### src/rtl/seg_pkg.sv
// Shared types and the hex-to-segment decoder for the key/7-seg scanner.
package seg_pkg;

  typedef struct packed {
    logic       valid;
    logic       dot;
    logic [3:0] val;
  } digit_t;

  // Active-high "all segments off"; polarity is applied at the output flop.
  localparam logic [7:0] SEG_BLANK = 8'h00;

  function automatic logic [6:0] hex2seg(input logic [3:0] v);
    logic [6:0] s;
    case (v)
      4'h0:    s = 7'h3F;
      4'h1:    s = 7'h06;
      4'h2:    s = 7'h5B;
      4'h3:    s = 7'h4F;
      4'h4:    s = 7'h66;
      4'h5:    s = 7'h6D;
      4'h6:    s = 7'h7D;
      4'h7:    s = 7'h07;
      4'h8:    s = 7'h7F;
      4'h9:    s = 7'h6F;
      4'hA:    s = 7'h77;
      4'hB:    s = 7'h7C;
      4'hC:    s = 7'h39;
      4'hD:    s = 7'h5E;
      4'hE:    s = 7'h79;
      default: s = 7'h71;
    endcase
    return s;
  endfunction

endpackage

### src/rtl/key_debounce.sv
// One active-low key: 2-flop synchroniser, stability counter,
// active-high debounced level and a one-cycle press pulse.
module key_debounce #(
  parameter int DEB_CYC = 1_000_000
) (
  input  logic clk,
  input  logic rst,
  input  logic key_raw,
  output logic level,
  output logic press
);

  localparam int CW = $clog2(DEB_CYC + 1);

  logic          s1_q, s1_d;
  logic          s2_q, s2_d;
  logic [CW-1:0] cnt_q, cnt_d;
  logic          lvl_q, lvl_d;
  logic          prs_q, prs_d;
  logic          raw_on;

  always_comb begin
    s1_d   = key_raw;
    s2_d   = s1_q;
    raw_on = ~s2_q;
    cnt_d  = '0;
    lvl_d  = lvl_q;
    prs_d  = 1'b0;
    // Any cycle that agrees with the level clears the count.
    if (raw_on != lvl_q) begin
      if (cnt_q == CW'(DEB_CYC)) begin
        lvl_d = raw_on;
        prs_d = raw_on;
      end else begin
        cnt_d = cnt_q + 1'b1;
      end
    end
  end

  always_ff @(posedge clk or posedge rst) begin
    if (rst) begin
      s1_q  <= 1'b1;
      s2_q  <= 1'b1;
      cnt_q <= '0;
      lvl_q <= 1'b0;
      prs_q <= 1'b0;
    end else begin
      s1_q  <= s1_d;
      s2_q  <= s2_d;
      cnt_q <= cnt_d;
      lvl_q <= lvl_d;
      prs_q <= prs_d;
    end
  end

  assign level = lvl_q;
  assign press = prs_q;

endmodule

### src/rtl/seg_key_scanner.sv
// Debounced hex entry into an N_DIG shift buffer, time-multiplexed
// onto a common-segment display with run/freeze modes.
module seg_key_scanner
  import seg_pkg::*;
#(
  parameter int F_CLK          = 50_000_000,
  parameter int F_SCAN         = 1_000,
  parameter int N_DIG          = 8,
  parameter int DEB_CYC        = 1_000_000,
  parameter bit SEG_ACTIVE_LOW = 1'b1
) (
  input  logic             clk,
  input  logic             rst,
  input  logic [6:0]       key,
  output logic [N_DIG-1:0] cs,
  output logic [7:0]       o_dig_sel,
  output logic [6:0]       key_press,
  output logic             run
);

  localparam int SCAN_DIV = F_CLK / F_SCAN;
  localparam int TW = (SCAN_DIV > 1) ? $clog2(SCAN_DIV) : 1;
  localparam int PW = (N_DIG > 1) ? $clog2(N_DIG) : 1;
  localparam logic [7:0] SEG_OFF = SEG_ACTIVE_LOW ? 8'hFF : 8'h00;
  localparam logic [N_DIG-1:0] CS_OFF =
    SEG_ACTIVE_LOW ? {N_DIG{1'b1}} : {N_DIG{1'b0}};

  logic [6:0] lvl;
  logic [6:0] prs;

  for (genvar i = 0; i < 7; i++) begin : g_deb
    key_debounce #(.DEB_CYC(DEB_CYC)) u_deb (
      .clk     (clk),
      .rst     (rst),
      .key_raw (key[i]),
      .level   (lvl[i]),
      .press   (prs[i])
    );
  end

  logic [TW-1:0]    tcnt_q, tcnt_d;
  logic             run_q, run_d;
  logic             strt_q, strt_d;
  logic [PW-1:0]    ptr_q, ptr_d;
  digit_t           buf_q [N_DIG];
  digit_t           buf_d [N_DIG];
  logic [N_DIG-1:0] cs_q, cs_d;
  logic [7:0]       seg_q, seg_d;

  logic             tick;
  digit_t           src;
  logic [N_DIG-1:0] cs_on;
  logic [7:0]       seg_on;

  always_comb begin
    tick   = (tcnt_q == TW'(SCAN_DIV - 1));
    tcnt_d = tick ? '0 : tcnt_q + 1'b1;
    strt_d = strt_q | tick;
    run_d  = run_q ^ prs[6];

    ptr_d = ptr_q;
    if (!run_d) begin
      ptr_d = '0;
    end else if (tick) begin
      ptr_d = (ptr_q == PW'(N_DIG - 1)) ? '0 : ptr_q + 1'b1;
    end

    buf_d = buf_q;
    if (prs[5]) begin
      for (int k = N_DIG - 1; k > 0; k--) begin
        buf_d[k] = buf_q[k-1];
      end
      buf_d[0] = '{valid: 1'b1, dot: lvl[4], val: lvl[3:0]};
    end

    // Frozen mode shows the keys live instead of the buffer.
    if (run_q) begin
      src = buf_q[ptr_q];
    end else begin
      src = '{valid: 1'b1, dot: lvl[4], val: lvl[3:0]};
    end

    cs_on        = '0;
    cs_on[ptr_q] = strt_q;
    seg_on       = SEG_BLANK;
    if (strt_q && src.valid) begin
      seg_on = {src.dot, hex2seg(src.val)};
    end

    cs_d  = SEG_ACTIVE_LOW ? ~cs_on : cs_on;
    seg_d = SEG_ACTIVE_LOW ? ~seg_on : seg_on;
  end

  always_ff @(posedge clk or posedge rst) begin
    if (rst) begin
      tcnt_q <= '0;
      run_q  <= 1'b0;
      strt_q <= 1'b0;
      ptr_q  <= '0;
      for (int k = 0; k < N_DIG; k++) begin
        buf_q[k] <= '0;
      end
      cs_q   <= CS_OFF;
      seg_q  <= SEG_OFF;
    end else begin
      tcnt_q <= tcnt_d;
      run_q  <= run_d;
      strt_q <= strt_d;
      ptr_q  <= ptr_d;
      buf_q  <= buf_d;
      cs_q   <= cs_d;
      seg_q  <= seg_d;
    end
  end

  assign cs        = cs_q;
  assign o_dig_sel = seg_q;
  assign key_press = prs;
  assign run       = run_q;

endmodule

### config.mk
export PLATFORM = sky130hd
export DESIGN_NAME = seg_key_scanner
export DESIGN_NICKNAME = d
export VERILOG_FILES = /design/src/rtl/seg_pkg.sv /design/src/rtl/key_debounce.sv /design/src/rtl/seg_key_scanner.sv
export SDC_FILE = /design/constraint.sdc
export NUM_CORES = 1
export LEC_CHECK = 0
export BUFFER_PORTS_ARGS = -buffer_cell sky130_fd_sc_hd__buf_2
export CELL_PAD_IN_SITES_DETAIL_PLACEMENT = 1
export CELL_PAD_IN_SITES_GLOBAL_PLACEMENT = 2
export CORE_UTILIZATION = 42
export DETAILED_ROUTE_END_ITERATION = 7
export PLACE_DENSITY = 0.79
export SYNTH_ARGS = -nofsm -noshare
export SYNTH_HDL_FRONTEND = slang
export SYNTH_SLANG_ARGS = --single-unit
### constraint.sdc
create_clock -name clk -period 10.7 [get_ports clk]
set_input_delay 2.14 -clock clk [delete_from_list [all_inputs] [get_ports clk]]
set_output_delay 2.14 -clock clk [all_outputs]
set_load 0.01 [all_outputs]
Word level (Yosys, flattened, before mapping)
Memory sizes are Yosys's and may differ from the RTL's.
Cells that the tools add are included.

word-level totals
  word-level logic and storage cells = 156
  output and inout bits = 24
  memories kept = 1
  input port bits = 9
  bits in read-only memories = 112
  register bits = 253

cells by class
  multiplexer cells = 39
  reduce and logical (&&, ||, !) cells = 9
  order comparisons = 3
  add/sub/neg operators = 9
  bitwise logic cells = 13
  equal/unequal tests = 17

memory list
  name              words  width  read ports  clocked after Yosys merged registers in  write ports  RTL line       RTL
  (name not given)  16     7      1           0                                        0            seg_pkg.sv:15  case (v)

operators with widths
  cell                   number
  $mux 20                14
  $add 20x1->20 const B  7
  $eq 20x20->1 const B   7
  $bmux 6 s3             1
  $mux 6                 3
  $add 16x1->16 const B  1
  $eq 16x16->1 const B   1
  $mux 16                1
  $not 8->8              2
  $mux 1                 15
  $reduce_and 2->1       7
  $mux 3                 3
  $and 8x8->8            1
  $mux 8                 1
  $ne 1x1->1             7
  $not 1->1              7
  $ge 4x4->1 const B     1
  $lt 3x4->1 const B     1
  $not 3->4              1
  $add 3x1->3 const B    1
  $demux 1 s3            1
  $eq 3x3->1 const B     1
  $ge 3x1->1 const B     1
  $logic_and 1x1->1      2
  3 further kinds        3

Depth between registers and ports, before layout
Gate-level depths: netlist of the first run.

  depth in word-level cells = 8
  depth in mapped cells = 10

Modules after synthesis
A second synthesis of the first run with hierarchy kept.

unflattened totals
  cell total of the unflattened synthesis = 1,147
  area, all modules = 12,490.7 sq um

modules (own cells, without submodules)
  module                             area each (sq um)  times used  cells an instance  sequential area each (sq um)
  key_debounce (g_deb[0].u_deb ...)  1,218.7            6           119                603.1
  seg_key_scanner                    3,940.0            1           306                2,147.1
  key_debounce (g_deb[3].u_deb)      1,238.7            1           127                603.1

Least setup slack after synthesis of the first run
Ideal clock, no wire load.

  path kind = reg-to-output
  start point = reg cs_q[0], in the netlist cs[0]
  end point = out cs[0]
  stages on the path, launching flop included = 1
  slack = 8.040 ns
  arrival = 0.520 ns
  cell sequence = dfstp_2

RTL lines
  item                    RTL line                RTL
  start, declared         seg_key_scanner.sv:47   logic [N_DIG-1:0] cs_q, cs_d;
  start signal, assigned  seg_key_scanner.sv:111  cs_q <= cs_d;
  end, declared           seg_key_scanner.sv:15   output logic [N_DIG-1:0] cs,

No word-level cell between the ends.

Final worst setup path of the first run
  start point = reg g_deb[5].u_deb.prs_q
  end point = out key_press[5]

RTL lines
  item                    RTL line               RTL
  start, declared         key_debounce.sv:19     logic prs_q, prs_d;
  start signal, assigned  key_debounce.sv:52     prs_q <= prs_d;
  end, declared           seg_key_scanner.sv:17  output logic [6:0] key_press,

No word-level cell between the ends.

==> results.rst, run 1 <==
.. list-table::
   :header-rows: 1

   * - Metric
     - Value
   * - Status
     - finished clean
   * - Total of max-cap violations
     - 0
   * - Final Hold Violating Endpoints
     - 0
   * - Pre-CTS worst setup slack
     - about 6.0 ns
   * - Post-CTS sizing
     - 0
   * - Area added between synthesis and finish
     - 12.2%
   * - Total global-route track usage
     - 17.5%
   * - Post-synthesis area per instance
     - 10.8 um2
   * - Leakage dissipation
     - 0.00566 uW
   * - Critical path, cell by cell
     - buf_2
   * - Number of diodes
     - 0
   * - Routed wire length
     - 23.4 mm
   * - Skew-Pair Late Insertion Delay
     - 0.54 ns
   * - Power, Total
     - 1950 uW
   * - Cell variety after synth
     - 53
   * - Number of buffers added to fix hold violations after cts
     - 0
   * - Timing startpoint of the critical path
     - g_deb[5].u_deb.press$_DFF_PP0_
   * - IR drop worst, VDD
     - 0.000127 V
   * - Maximum number of pins on one net before global-route repair
     - 116
   * - Number of pins with negative max-slew slack in the final report
     - 0
   * - Portion of the post-synthesis area used by sequential elements
     - 54.6%
   * - Via total after detailed routing
     - 7,688
   * - Syn Inst Count
     - 1,080
   * - Post-placement cell count
     - 1,460
   * - Cell class contributing the biggest share of worst-path delay
     - flip-flops
   * - Area post-placement
     - 12,200 um2
   * - Number of iterations in the first detailed-routing pass
     - 4
   * - Wire length of the first global-routing pass
     - 41.2 mm
   * - Critical path depth in cells
     - 1
   * - Number of global-route vias before repair
     - 8,271
   * - Fraction of final layout cells sized beyond drive strength 1
     - 15.2%
   * - Final standard cell area without fillers
     - 13,100 um2
   * - Num CTS Buffers
     - 29
   * - Flop and latch count out of synthesis
     - 253
   * - Number of core rows
     - 60
   * - Critical path required time
     - 8.56 ns
   * - TritonCTS clock tree
     - yes
   * - DRT iter0 DRCs
     - 372
   * - Clock input transition at the sequential cells of the worst setup and hold paths
     - 0.05 ns
   * - Input/output buffers
     - 32
   * - Last weighted congestion value of the routability-driven placer
     - 0.726
   * - Setup CP Type
     - reg2out
   * - Transition time at the pin with the least slew margin
     - 1.08 ns
   * - Boundary pin count
     - 33
   * - Start point of the worst min-delay path
     - g_deb[5].u_deb.s1_q$_DFF_PP1_
   * - Final setup viols
     - 0
   * - Nets@finish
     - 1,151
   * - Critical path buffers and inverters
     - 1
   * - Longest Clk Path Bufs
     - 3
   * - Fmax
     - approximately 250 MHz
   * - Critical Path Source Type
     - flop
   * - Final routed DRC violation total
     - 0
   * - Number of H-tree levels
     - 1
   * - Number of routed nets with antenna violations
     - 0
   * - Startpoint of the worst register-to-register path
     - ptr_q[0]$_DFFE_PP0P_
   * - Vias per std cell
     - 5.08
   * - Minimum setup slack in the final design
     - ~6.6 ns
   * - Number of instances on the worst hold path
     - 0
   * - Crit-path slowest cell
     - sky130_fd_sc_hd__dfrtp_2
   * - Die height
     - 169 um
   * - Initial Util
     - 43.1%
   * - Clock Skew
     - between 0.009 and 0.01 ns
   * - Peak fanout along the critical path
     - between 40 and 50
   * - Post CTS Setup Buffer Count
     - 0
   * - Unrepaired setup endpoints after global routing
     - false
   * - Core Footprint
     - 27,100 um2
   * - Root buffer selected by CTS
     - sky130_fd_sc_hd__clkbuf_16
   * - Power density over the cells
     - 149 nW/um2
   * - Grt ovf
     - 0
   * - Yosys Warn Count
     - 0
   * - HPWL after detailed placement
     - between 15 and 20 mm
   * - Final std cells w/o fill
     - roughly 1,500
   * - Synth async-reset ratio
     - 100%
   * - Sum Neg Setup Slack
     - 0 ns
   * - Data arrival time of the worst path
     - ~1.9 ns
   * - Mapped cell area
     - 11,700 um2
   * - Setup crit end kind
     - primary output
   * - Area enclosed by the die boundary
     - 28,500 um2
   * - Relative max-transition margin
     - 28.0%
   * - Period Utilization, post-route
     - 37.9%
   * - Width of the die
     - 169 um
   * - EDFF count, synth
     - 0
   * - Routed wire per std cell
     - approximately 15 um
   * - Most used DFF post-synth
     - sky130_fd_sc_hd__dfrtp_1
   * - R2R cell count
     - 7
   * - Post-Synthesis Net Count
     - 1,112
   * - Type of the most critical hold path
     - reg2reg
   * - CTS sink cnt
     - 253
   * - Worst path max stage delay
     - 1.07 ns
   * - Number of antenna violations at the first check in global routing
     - 0
   * - Final Critical Period
     - 4.05 ns
==> final timing paths <==
check,end,slack [ns]
max,key_press[5],6.65
min,g_deb[5].u_deb.s2_q$_DFF_PP1_,0.35
max reg2reg,o_dig_sel[3]$_DFF_PP1_,7.72
min reg2reg,g_deb[5].u_deb.s2_q$_DFF_PP1_,0.35
max in group asynchronous,buf_q[43]$_DFFE_PP0P_,6.75
min in group asynchronous,g_deb[3].u_deb.cnt_q[2]$_DFF_PP0_,1.78
==> per-stage QoR <==
stage	hold slack (ns)	util, %
final	0.354	48.3
after floorplan	0.345	-
after global placement	0.345	44.9
after detailed placement	0.347	44.9
after CTS	0.355	48.3
after global routing	0.363	48.3
==> kinds of logic (layout without fill, tap and decap cells) <==
logic type      after synthesis  count (layout)  share of synthesized area, %
simple gates                484             484                          20.1
flops                       253             253                          54.6
xor+xnor                    141             141                          10.6
mux                          70              70                          7.27
buf+inv                      58             119                          2.25
compound gates               51              51                          2.74
fa+ha+maj                    23              23                          2.47
==> worst reg2reg max path, delay by kind of cell (launching register included) <==
| family | cells | cell delay, ns |
|---|---|---|
| compound gates | 4 | 1.08 |
| flops | 1 | 0.97 |
| mux | 1 | 0.42 |
| simple gates | 1 | 0.07 |
| fa+ha+maj | 1 | 0.36 |
==> registers in the layout, indices dropped and copies added (netlist names) <==
name,count
g_deb.u_deb.cnt_q,140
buf_q,48
tcnt_q,16
cs,8
o_dig_sel,8
g_deb.u_deb.level,7
g_deb.u_deb.press,7
g_deb.u_deb.s1_q,7
g_deb.u_deb.s2_q,7
ptr_q,3
run,1
strt_q,1
==> where the power goes <==
group	switching [uW]	internal, uW	leakage, uW
logic	34.6	10.9	0.00181
registers	10.4	969	0.00340
clock network	369	561	0.000445
total	414	1540	0.00566
==> layer usage <==
layer / track usage, % / wire length [um]
met1: 23.8 / 11100
met2: 29.1 / 11200
met3: 2.53 / 535
met4: 4.70 / 615
met5: 0 / 0
==> cell usage in the layout (no fill, tap or decap), drive strengths merged, types with 2 or more instances in the layout <==
cell type / synthesis / final
dfrtp: 223 / 223
nor2: 180 / 180
nand2: 80 / 80
xnor2: 72 / 72
xor2: 69 / 69
nand3: 64 / 64
clkbuf: 12 / 51
mux2: 48 / 48
nand4: 37 / 37
buf: 15 / 35
inv: 31 / 31
dfstp: 30 / 30
nor3: 26 / 26
and3: 24 / 24
ha: 23 / 23
o21ai: 19 / 19
mux2i: 15 / 15
nor4: 14 / 14
a21oi: 14 / 14
and4: 12 / 12
nor4b: 9 / 9
nor2b: 9 / 9
or3: 7 / 7
and2: 7 / 7
mux4: 7 / 7
nand2b: 5 / 5
or2: 4 / 4
o221ai: 3 / 3
a22oi: 2 / 2
o2111a: 2 / 2
clkinv: 0 / 2
a21o: 2 / 2
==> cell usage after synthesis, types with 3 or more instances <==
cell type                  count  share of area [%]
sky130_fd_sc_hd__mux2_2       48                4.6
sky130_fd_sc_hd__or3_1         7               0.38
sky130_fd_sc_hd__or2_2         4               0.21
sky130_fd_sc_hd__inv_1        31                1.0
sky130_fd_sc_hd__nor3_1       25                1.1
sky130_fd_sc_hd__xor2_1       69                5.2
sky130_fd_sc_hd__xnor2_1      72                5.4
sky130_fd_sc_hd__clkbuf_1     12               0.39
sky130_fd_sc_hd__buf_4         9               0.58
sky130_fd_sc_hd__dfrtp_1     223                 48
sky130_fd_sc_hd__mux4_2        7                1.4
sky130_fd_sc_hd__buf_2         3               0.13
sky130_fd_sc_hd__nor2b_1       9               0.48
sky130_fd_sc_hd__nand3_1      62                2.7
sky130_fd_sc_hd__nor4b_1       9               0.68
sky130_fd_sc_hd__and2_1        7               0.38
sky130_fd_sc_hd__and4_1       11               0.83
sky130_fd_sc_hd__ha_1         23                2.5
sky130_fd_sc_hd__nor2_1      180                5.8
sky130_fd_sc_hd__and3_1       24                1.3
sky130_fd_sc_hd__nand2_1      80                2.6
sky130_fd_sc_hd__a21oi_1      14               0.60
sky130_fd_sc_hd__o221ai_1      3               0.23
sky130_fd_sc_hd__nand4_1      37                2.0
sky130_fd_sc_hd__o21ai_0      19               0.81
sky130_fd_sc_hd__nand2b_1      5               0.27
sky130_fd_sc_hd__dfstp_2      30                6.8
sky130_fd_sc_hd__nor4_1       14               0.75
sky130_fd_sc_hd__mux2i_1      15                1.3
==> final cells by class <==
cell class              count  area, um2
fillers                  2949      14000
flip-flops and latches    253       6370
multi-input cells         769       5040
clock buffers              51        898
well taps                 372        465
repair buffers             35        183
inverters                  31        124
clock inverters             2       10.0
No activity file was read; power rests on OpenSTA's default activity.
==> run 2: changes to the inputs <==
--- a/config.mk
+++ b/config.mk
@@ -5,12 +5,13 @@
 export SDC_FILE = /design/constraint.sdc
 export NUM_CORES = 1
 export LEC_CHECK = 0
+export ABC_AREA = 1
 export BUFFER_PORTS_ARGS = -buffer_cell sky130_fd_sc_hd__buf_2
 export CELL_PAD_IN_SITES_DETAIL_PLACEMENT = 1
 export CELL_PAD_IN_SITES_GLOBAL_PLACEMENT = 2
-export CORE_UTILIZATION = 42
+export CORE_UTILIZATION = 39
 export DETAILED_ROUTE_END_ITERATION = 7
-export PLACE_DENSITY = 0.79
+export PLACE_DENSITY = 0.8
 export SYNTH_ARGS = -nofsm -noshare
 export SYNTH_HDL_FRONTEND = slang
 export SYNTH_SLANG_ARGS = --single-unit
==> constraint.sdc (replaced) <==
create_clock -name clk -period 3.9 [get_ports clk]
set_input_delay 0.78 -clock clk [delete_from_list [all_inputs] [get_ports clk]]
set_output_delay 0.78 -clock clk [all_outputs]
set_load 0.01 [all_outputs]
==> run 2 against run 1 <==
Against the previous run: register-to-register slack worse by 6.4 ns; cell count rose by 36%; hold slack lost 0.034 ns; clock skew up 0.0039 ns; total power grew to 2.9 times the previous value; largest cell class unchanged; count of clock-buffer cells in the layout down 4.
==> results.rst, run 2 <==
.. list-table::
   :header-rows: 1

   * - Metric
     - Value
   * - Pint
     - between 4000 and 5000 uW
   * - Fraction of final layout cells sized beyond drive strength 1
     - 13.3%
   * - Post-synth top cells
     - sky130_fd_sc_hd__nand2_1 (280), sky130_fd_sc_hd__dfrtp_1 (223), sky130_fd_sc_hd__nor2_1 (217), sky130_fd_sc_hd__inv_1 (200), sky130_fd_sc_hd__nand3_1 (115)
   * - Clock network fraction of total power
     - roughly 50%
   * - Area share of the leading cell type in the synthesized netlist
     - 43.3%
   * - Post-synthesis area per instance
     - 8.35 um2
   * - HPWL after detailed placement
     - roughly 21 mm
   * - Number of fill cells
     - 3,947
   * - Clock input transition at the sequential cells of the worst setup and hold paths
     - 0.06 ns
   * - Number of flip-flops under the largest register name
     - 140
   * - Post CTS Setup Buffer Count
     - 0
   * - Total global-route track usage
     - around 18%
   * - Routed wire length
     - approximately 30 mm
   * - Number of pins with negative max-slew slack in the final report
     - 0
   * - Number of global-route vias before repair
     - 10,600
   * - Final Critical Period
     - around 2.6 ns
   * - Flop and latch count out of synthesis
     - 253
   * - Nets@finish
     - 1,619
   * - Sequential fraction of design power
     - a little under half
   * - Post-CTS sizing
     - 0
   * - Routed wire per std cell
     - 14.5 um
   * - Registers with the highest flip-flop counts
     - g_deb.u_deb.cnt_q x140, buf_q x48, tcnt_q x16
   * - Grt ovf
     - 0
   * - Final setup viols
     - 0
   * - Switching pwr
     - approximately 1300 uW
   * - Longest Clk Path Bufs
     - 3
   * - DRT iter0 DRCs
     - ~390
   * - Die height
     - 184 um
   * - Final Hold Violating Endpoints
     - 0
   * - Number of H-tree levels
     - 1
   * - Synth async-reset ratio
     - 100%
   * - Total of max-cap violations
     - 0
   * - Clock Skew
     - 0.0137 ns
   * - Number of diodes
     - 0
   * - Peak fanout along the critical path
     - 34
   * - Yosys Warn Count
     - 0
   * - Critical path required time
     - 4.39 ns
   * - Via total after detailed routing
     - 10,100
   * - Top cells by area, synth
     - sky130_fd_sc_hd__dfrtp_1 (43%), sky130_fd_sc_hd__nand2_1 (8.1%), sky130_fd_sc_hd__nor2_1 (6.3%), sky130_fd_sc_hd__dfstp_2 (6.1%), sky130_fd_sc_hd__inv_1 (5.8%)
   * - Status
     - finished clean
   * - Leakage dissipation
     - 0.00644 uW
   * - Area added between synthesis and finish
     - 13.0%
   * - Core Footprint
     - 32,500 um2
   * - Relative max-transition margin
     - 30.0%
   * - CTS sink cnt
     - between 200 and 300
   * - Number of iterations in the first detailed-routing pass
     - 4
   * - Type of the most critical hold path
     - in2reg
   * - Setup CP Type
     - reg2reg
   * - Cell variety after synth
     - 50
   * - Transition time at the pin with the least slew margin
     - 1.05 ns
   * - Portion of the post-synthesis area used by sequential elements
     - 49.4%
   * - Period Utilization, post-route
     - roughly two thirds
   * - Number of routed nets with antenna violations
     - 0
   * - Most used cells in the layout excluding fill and tap cells
     - sky130_fd_sc_hd__nand2_1 (280), sky130_fd_sc_hd__dfrtp_1 (222), sky130_fd_sc_hd__nor2_1 (217)
   * - Last weighted congestion value of the routability-driven placer
     - 0.819
   * - Post-Synthesis Net Count
     - 1,577
   * - Skew-Pair Late Insertion Delay
     - 0.55 ns
   * - Syn Inst Count
     - 1,545
   * - Boundary pin count
     - 33
   * - Number of buffers added to fix hold violations after cts
     - 0
   * - Area enclosed by the die boundary
     - 33,800 um2
   * - Critical Path Source Type
     - flop
   * - Root buffer selected by CTS
     - sky130_fd_sc_hd__clkbuf_16
   * - Gate power share
     - roughly 2.9%
   * - Number of core rows
     - 66
   * - Register with the most flip-flops
     - g_deb.u_deb.cnt_q
   * - Width of the die
     - 184 um
   * - Mapped cell area
     - 12,900 um2
   * - Most repeated cell in the gate-level netlist after synthesis
     - sky130_fd_sc_hd__nand2_1
   * - Unrepaired setup endpoints after global routing
     - false
   * - Input/output buffers
     - 32
   * - Maximum number of pins on one net before global-route repair
     - 84
   * - Final routed DRC violation total
     - 0
   * - Number of antenna violations at the first check in global routing
     - 0
   * - EDFF count, synth
     - 0
   * - IR drop worst, VDD
     - approximately 0.00032 V
   * - Worst-case hold slack
     - 0.319 ns
   * - Fmax
     - 385 MHz
   * - Most common cell after layout, fill and taps aside
     - sky130_fd_sc_hd__nand2_1
   * - Pre-CTS worst setup slack
     - 1.32 ns
   * - Power density over the cells
     - 390 nW/um2
   * - Minimum setup slack in the final design
     - 1.31 ns
   * - Num CTS Buffers
     - 30
   * - Data arrival time of the worst path
     - 3.09 ns
   * - Switching share of total power
     - between 20% and 30%
   * - Most used DFF post-synth
     - sky130_fd_sc_hd__dfrtp_1
   * - Setup crit end kind
     - flop
   * - TritonCTS clock tree
     - yes
   * - Wire length of the first global-routing pass
     - 51.7 mm
   * - Synth area leader
     - sky130_fd_sc_hd__dfrtp_1
   * - Vias per std cell
     - 4.91
   * - Initial Util
     - 39.6%
run 2: changes by cell type in the layout (fill, tap and decap cells not counted), sizes merged, moves of 55 or more:
| cell | before | now |
|---|---|---|
| nand2 | 80 | 295 |
| inv | 31 | 219 |
| nor2 | 180 | 244 |
| nor3 | 26 | 85 |
| o21ai | 19 | 75 |
| nand3 | 64 | 119 |
run 2: area by class of cell:
cell class | instances | area (um2) | share of cell area, %
inverters | 221 | 833 | 5.72
flip-flops and latches | 253 | 6370 | 43.7
multi-input cells | 1044 | 5550 | 38.1
clock inverters | 9 | 100 | 0.687
repair buffers | 37 | 248 | 1.70
well taps | 442 | 553 | 3.79
clock buffers | 47 | 916 | 6.28
run 2: routing by layer:
metal | global-route usage, % | part of all wire [%]
met5 | 0 | 0
met4 | 4.10 | 1.9
met3 | 2.38 | 2.5
met2 | 31.7 | 48
met1 | 24.8 | 48
run 2: per-stage QoR:
step	instance area, um2	TNS, ns	util (%)	instances	total power [uW]
after floorplan	12900	-41.29	-	1545	2840
after global placement	13600	0	41.7	1997	2890
after detailed placement	13600	0	41.7	1997	2900
after CTS	14600	0	44.8	2053	5800
after global routing	14600	0	44.8	2053	5910
final	14600	0	44.8	2053	5690
run 2: worst paths after layout:
check,start,to,slack [ns],cells past startpoint
max,ptr_q[0]$_DFFE_PP0P_,o_dig_sel[0]$_DFF_PP1_,1.31,11
min,key[5],g_deb[5].u_deb.s1_q$_DFF_PP1_,0.32,1
max reg2reg,ptr_q[0]$_DFFE_PP0P_,o_dig_sel[0]$_DFF_PP1_,1.31,11
min reg2reg,g_deb[0].u_deb.s1_q$_DFF_PP1_,g_deb[0].u_deb.s2_q$_DFF_PP1_,0.36,0
max in group asynchronous,rst,g_deb[1].u_deb.s1_q$_DFF_PP1_,2.63,3
min in group asynchronous,rst,g_deb[4].u_deb.cnt_q[2]$_DFF_PP0_,0.34,2
run 2: power by group through the flow:
| stage | clock, uW | sequential, uW | combinational [uW] |
|---|---|---|---|
| 6_report | 2840 | 2680 | 166 |
| 5_1_grt | 3030 | 2680 | 196 |
| 4_1_cts | 2950 | 2680 | 175 |
| 3_5_place_dp | 0 | 2720 | 174 |
| 3_3_place_gp | 0 | 2720 | 170 |
| 2_1_floorplan | 0 | 2720 | 117 |
run 2: critical path, cell delays in order, from the launching register on:
cell	delay, ns
sky130_fd_sc_hd__dfrtp_1	1.04
sky130_fd_sc_hd__inv_2	0.31
sky130_fd_sc_hd__nand2_1	0.15
sky130_fd_sc_hd__nand3_1	0.09
sky130_fd_sc_hd__nand3_1	0.14
sky130_fd_sc_hd__nor2_1	0.06
sky130_fd_sc_hd__nor2_2	0.14
sky130_fd_sc_hd__ha_1	0.23
sky130_fd_sc_hd__inv_1	0.10
sky130_fd_sc_hd__nand3_1	0.09
sky130_fd_sc_hd__nand3_1	0.09
sky130_fd_sc_hd__nand3_1	0.10
run 2: kinds of logic after synthesis:
family	after synthesis	synth area share, %
AND/OR/NAND/NOR	811	29.6
XOR/XNOR	76	5.22
AO/OA/AOI/OAI	134	6.03
buffers and inverters	248	7.58
adder cells (fa/ha/maj)	23	2.23
flip-flops	253	49.4
==> run 3: changes to the inputs <==
--- a/config.mk
+++ b/config.mk
@@ -5,13 +5,13 @@
 export SDC_FILE = /design/constraint.sdc
 export NUM_CORES = 1
 export LEC_CHECK = 0
-export ABC_AREA = 1
+export ABC_AREA = 0
 export BUFFER_PORTS_ARGS = -buffer_cell sky130_fd_sc_hd__buf_2
 export CELL_PAD_IN_SITES_DETAIL_PLACEMENT = 1
 export CELL_PAD_IN_SITES_GLOBAL_PLACEMENT = 2
-export CORE_UTILIZATION = 39
+export CORE_UTILIZATION = 38
 export DETAILED_ROUTE_END_ITERATION = 7
-export PLACE_DENSITY = 0.8
+export PLACE_DENSITY = 0.76
 export SYNTH_ARGS = -nofsm -noshare
 export SYNTH_HDL_FRONTEND = slang
 export SYNTH_SLANG_ARGS = --single-unit
==> constraint.sdc (replaced) <==
create_clock -name clk -period 2.3 [get_ports clk]
set_input_delay 0.46 -clock clk [delete_from_list [all_inputs] [get_ports clk]]
set_output_delay 0.46 -clock clk [all_outputs]
set_load 0.01 [all_outputs]
==> run 3 against run 2 <==
Against the previous run: sequential share of layout area is 3.2 points higher; clock skew is 0.0022 ns higher; maximum frequency is 20% higher; design area is 6.8% lower; clock power is 66% higher; utilization is 0.57 points higher; die area is 7.1% lower; global-route usage is 1.9 points lower; largest cell class unchanged; highest routed layer unchanged.
==> results.rst, run 3 (synthesized netlist as in run 1, its figures left out) <==
.. list-table::
   :header-rows: 1

   * - Metric
     - Value
   * - Number of H-tree levels
     - 1
   * - Cell class contributing the biggest share of worst-path delay
     - multiplexers
   * - Initial Util
     - 39.0%
   * - Fmax
     - roughly 460 MHz
   * - Number of diodes
     - 0
   * - Crit-path slowest cell
     - sky130_fd_sc_hd__mux4_2
   * - Number of fill cells
     - 3,251
   * - Clock input transition at the sequential cells of the worst setup and hold paths
     - 0.06 ns
   * - Clock Skew
     - ~0.016 ns
   * - Root buffer selected by CTS
     - sky130_fd_sc_hd__clkbuf_16
   * - Final std cells w/o fill
     - 1,571
   * - Transition time at the pin with the least slew margin
     - 0.856 ns
   * - Met3 track demand over resource
     - 2.26%
   * - Vias per std cell
     - 5.03
   * - Worst path max stage delay
     - between 0.5 and 0.6 ns
   * - Area added between synthesis and finish
     - 16.4%
   * - Relative max-transition margin
     - 42.8%
   * - Number of pins with negative max-slew slack in the final report
     - 0
   * - Nets@finish
     - roughly 1,200
   * - Via total after detailed routing
     - approximately 8,000
   * - Number of flip-flops under the largest register name
     - 140
   * - Skew-Pair Late Insertion Delay
     - 0.54 ns
   * - Num CTS Buffers
     - 29
   * - Setup crit end kind
     - flop
   * - Number of routed nets with antenna violations
     - 0
   * - Period Utilization, post-route
     - 93.7%
   * - Longest Clk Path Bufs
     - 3
   * - Combined flip-flop and latch cell area
     - 6370 um2
   * - Final Critical Period
     - 2.15 ns
   * - Register-to-Register Setup Slack
     - 0.15 ns
   * - Most common cell after layout, fill and taps aside
     - sky130_fd_sc_hd__dfrtp_1
   * - Post-placement cell count
     - ~1,500
   * - Number of antenna violations at the first check in global routing
     - 0
   * - Register with the most flip-flops
     - g_deb.u_deb.cnt_q
   * - Critical path endpoint
     - o_dig_sel[0]$_DFF_PP1_
   * - Peak fanout along the critical path
     - 6
   * - Grt ovf
     - 0
   * - Reg2Reg Capture Point
     - o_dig_sel[0]$_DFF_PP1_
   * - Number of instances on the worst hold path
     - 1
   * - Setup CP Type
     - reg2reg
   * - Routed wire per std cell
     - around 15 um
   * - Total global-route track usage
     - 16.5%
   * - Startpoint of the worst register-to-register path
     - ptr_q[0]$_DFFE_PP0P_
   * - Wire length of the first global-routing pass
     - roughly 43 mm
   * - Critical path depth in cells
     - 7
   * - Critical path buffers and inverters
     - 1
   * - IR drop worst, VDD
     - roughly 0.00071 V
   * - Maximum number of pins on one net before global-route repair
     - 62
   * - Last weighted congestion value of the routability-driven placer
     - roughly 0.77
   * - DRT iter0 DRCs
     - 355
   * - Total of max-cap violations
     - 0
   * - Core Footprint
     - 30,000 um2
   * - Data arrival time of the worst path
     - 2.58 ns
   * - Area enclosed by the die boundary
     - 31,400 um2
   * - Critical Path Source Type
     - flop
   * - Die height
     - 177 um
   * - Met2 demand-to-capacity share in global routing
     - 27.5%
   * - Routed wire length
     - 24.2 mm
   * - Leakage dissipation
     - roughly 0.006 uW
   * - Timing startpoint of the critical path
     - ptr_q[0]$_DFFE_PP0P_
   * - Number of iterations in the first detailed-routing pass
     - 4
   * - CTS sink cnt
     - 253
   * - TritonCTS clock tree
     - yes
   * - Width of the die
     - 177 um
   * - Number of core rows
     - 63
   * - Busiest layer in global routing
     - met2
   * - Critical path, cell by cell
     - mux4_2, mux2i_1, a21o_1, inv_1, ha_1, nor3_1, o31ai_2
   * - Status
     - finished clean
   * - Registers with the highest flip-flop counts
     - g_deb.u_deb.cnt_q x140, buf_q x48, tcnt_q x16
   * - Type of the most critical hold path
     - in2reg
   * - Final Hold Violating Endpoints
     - 0
   * - Input/output buffers
     - 32
   * - Area of the multi-input gates
     - 5040 um2
   * - Critical path required time
     - 2.72 ns
   * - Power density over the cells
     - 702 nW/um2
   * - HPWL after detailed placement
     - 16.5 mm
   * - Fraction of final layout cells sized beyond drive strength 1
     - 18.5%
   * - Global routing usage on met1
     - 23.0%
   * - Number of global-route vias before repair
     - 8,689
   * - Worst-case hold slack
     - 0.0280 ns
   * - Most used cells in the layout excluding fill and tap cells
     - sky130_fd_sc_hd__dfrtp_1 (221), sky130_fd_sc_hd__nor2_1 (180), sky130_fd_sc_hd__nand2_1 (80)
   * - Final setup viols
     - 0
   * - Final routed DRC violation total
     - 0
   * - Boundary pin count
     - 33
   * - R2R cell count
     - 7
## run 3: changes by cell type in the layout (fill, tap and decap cells not counted), moves of 28 or more
cell,delta
sky130_fd_sc_hd__nand3_1,-53
sky130_fd_sc_hd__nand2_1,-200
sky130_fd_sc_hd__o21ai_0,-45
sky130_fd_sc_hd__xnor2_1,+53
sky130_fd_sc_hd__inv_1,-169
sky130_fd_sc_hd__buf_4,+28
sky130_fd_sc_hd__mux2_2,+48
sky130_fd_sc_hd__nor2_1,-37
sky130_fd_sc_hd__nor3_1,-42
## run 3: per-stage QoR
stage / instance area [um2] / setup TNS, ns / total power (uW) / setup WS (ns) / util (%)
final: 13600 / 0 / 9540 / 0.145 / 45.4
after floorplan: 11700 / -344.60 / 4780 / -1.47 / -
after CTS: 13600 / 0 / 9710 / 0.0135 / 45.3
after global placement: 12500 / 0 / 4890 / 0.0912 / 41.8
after global routing: 13600 / -0.00246 / 9900 / -0.00246 / 45.4
after detailed placement: 12500 / 0 / 4900 / 0.0406 / 41.8
## run 3: repair_timing
action,CTS,global route
setup endpoints to repair,0,5
buffers inserted,0,2
resized for setup,0,1
endpoints found under the hold margin,8,1
hold buffers,5,1
## run 3: worst min path at each step
stage / startpoint / to / slack [ns]
final: key[0] / g_deb[0].u_deb.s1_q$_DFF_PP1_ / 0.03
after global routing: key[0] / g_deb[0].u_deb.s1_q$_DFF_PP1_ / 0.002
after CTS: key[1] / g_deb[1].u_deb.s1_q$_DFF_PP1_ / 0.003
after detailed placement: g_deb[2].u_deb.s1_q$_DFF_PP1_ / g_deb[2].u_deb.s2_q$_DFF_PP1_ / 0.35
after global placement: g_deb[3].u_deb.s1_q$_DFF_PP1_ / g_deb[3].u_deb.s2_q$_DFF_PP1_ / 0.35
after floorplan: g_deb[0].u_deb.s1_q$_DFF_PP1_ / g_deb[0].u_deb.s2_q$_DFF_PP1_ / 0.35
## run 3: cell type report
class | instances | share of cell area (%)
clock buffers | 37 | 6.00
flip-flops and latches | 253 | 46.9
multi-input cells | 769 | 37.1
repair buffers | 74 | 4.25
well taps | 390 | 3.59
clock inverters | 17 | 1.28
inverters | 31 | 0.884
## run 3: worst register-to-register path: stages (launching register included)
cell and delay, ns:
sky130_fd_sc_hd__dfrtp_2 0.45, sky130_fd_sc_hd__mux4_2 0.52, sky130_fd_sc_hd__mux2i_1 0.15, sky130_fd_sc_hd__a21o_1 0.22
sky130_fd_sc_hd__inv_1 0.11, sky130_fd_sc_hd__ha_1 0.26, sky130_fd_sc_hd__nor3_1 0.24, sky130_fd_sc_hd__o31ai_2 0.10
## run 3: routing by layer
| layer | vias to the layer above | share of wire, % |
|---|---|---|
| li1 | 3845 | - |
| met1 | 3981 | 49 |
| met2 | 47 | 47 |
| met3 | 32 | 2.2 |
| met4 | 0 | 1.7 |
| met5 | - | 0 |
## run 3: where the power goes
group / internal, uW / total [uW] / switching [uW]
Combinational: 87.9 / 258 / 171
Sequential: 4510 / 4550 / 47.4
Clock: 2840 / 4720 / 1880
Total: 7430 / 9540 / 2100
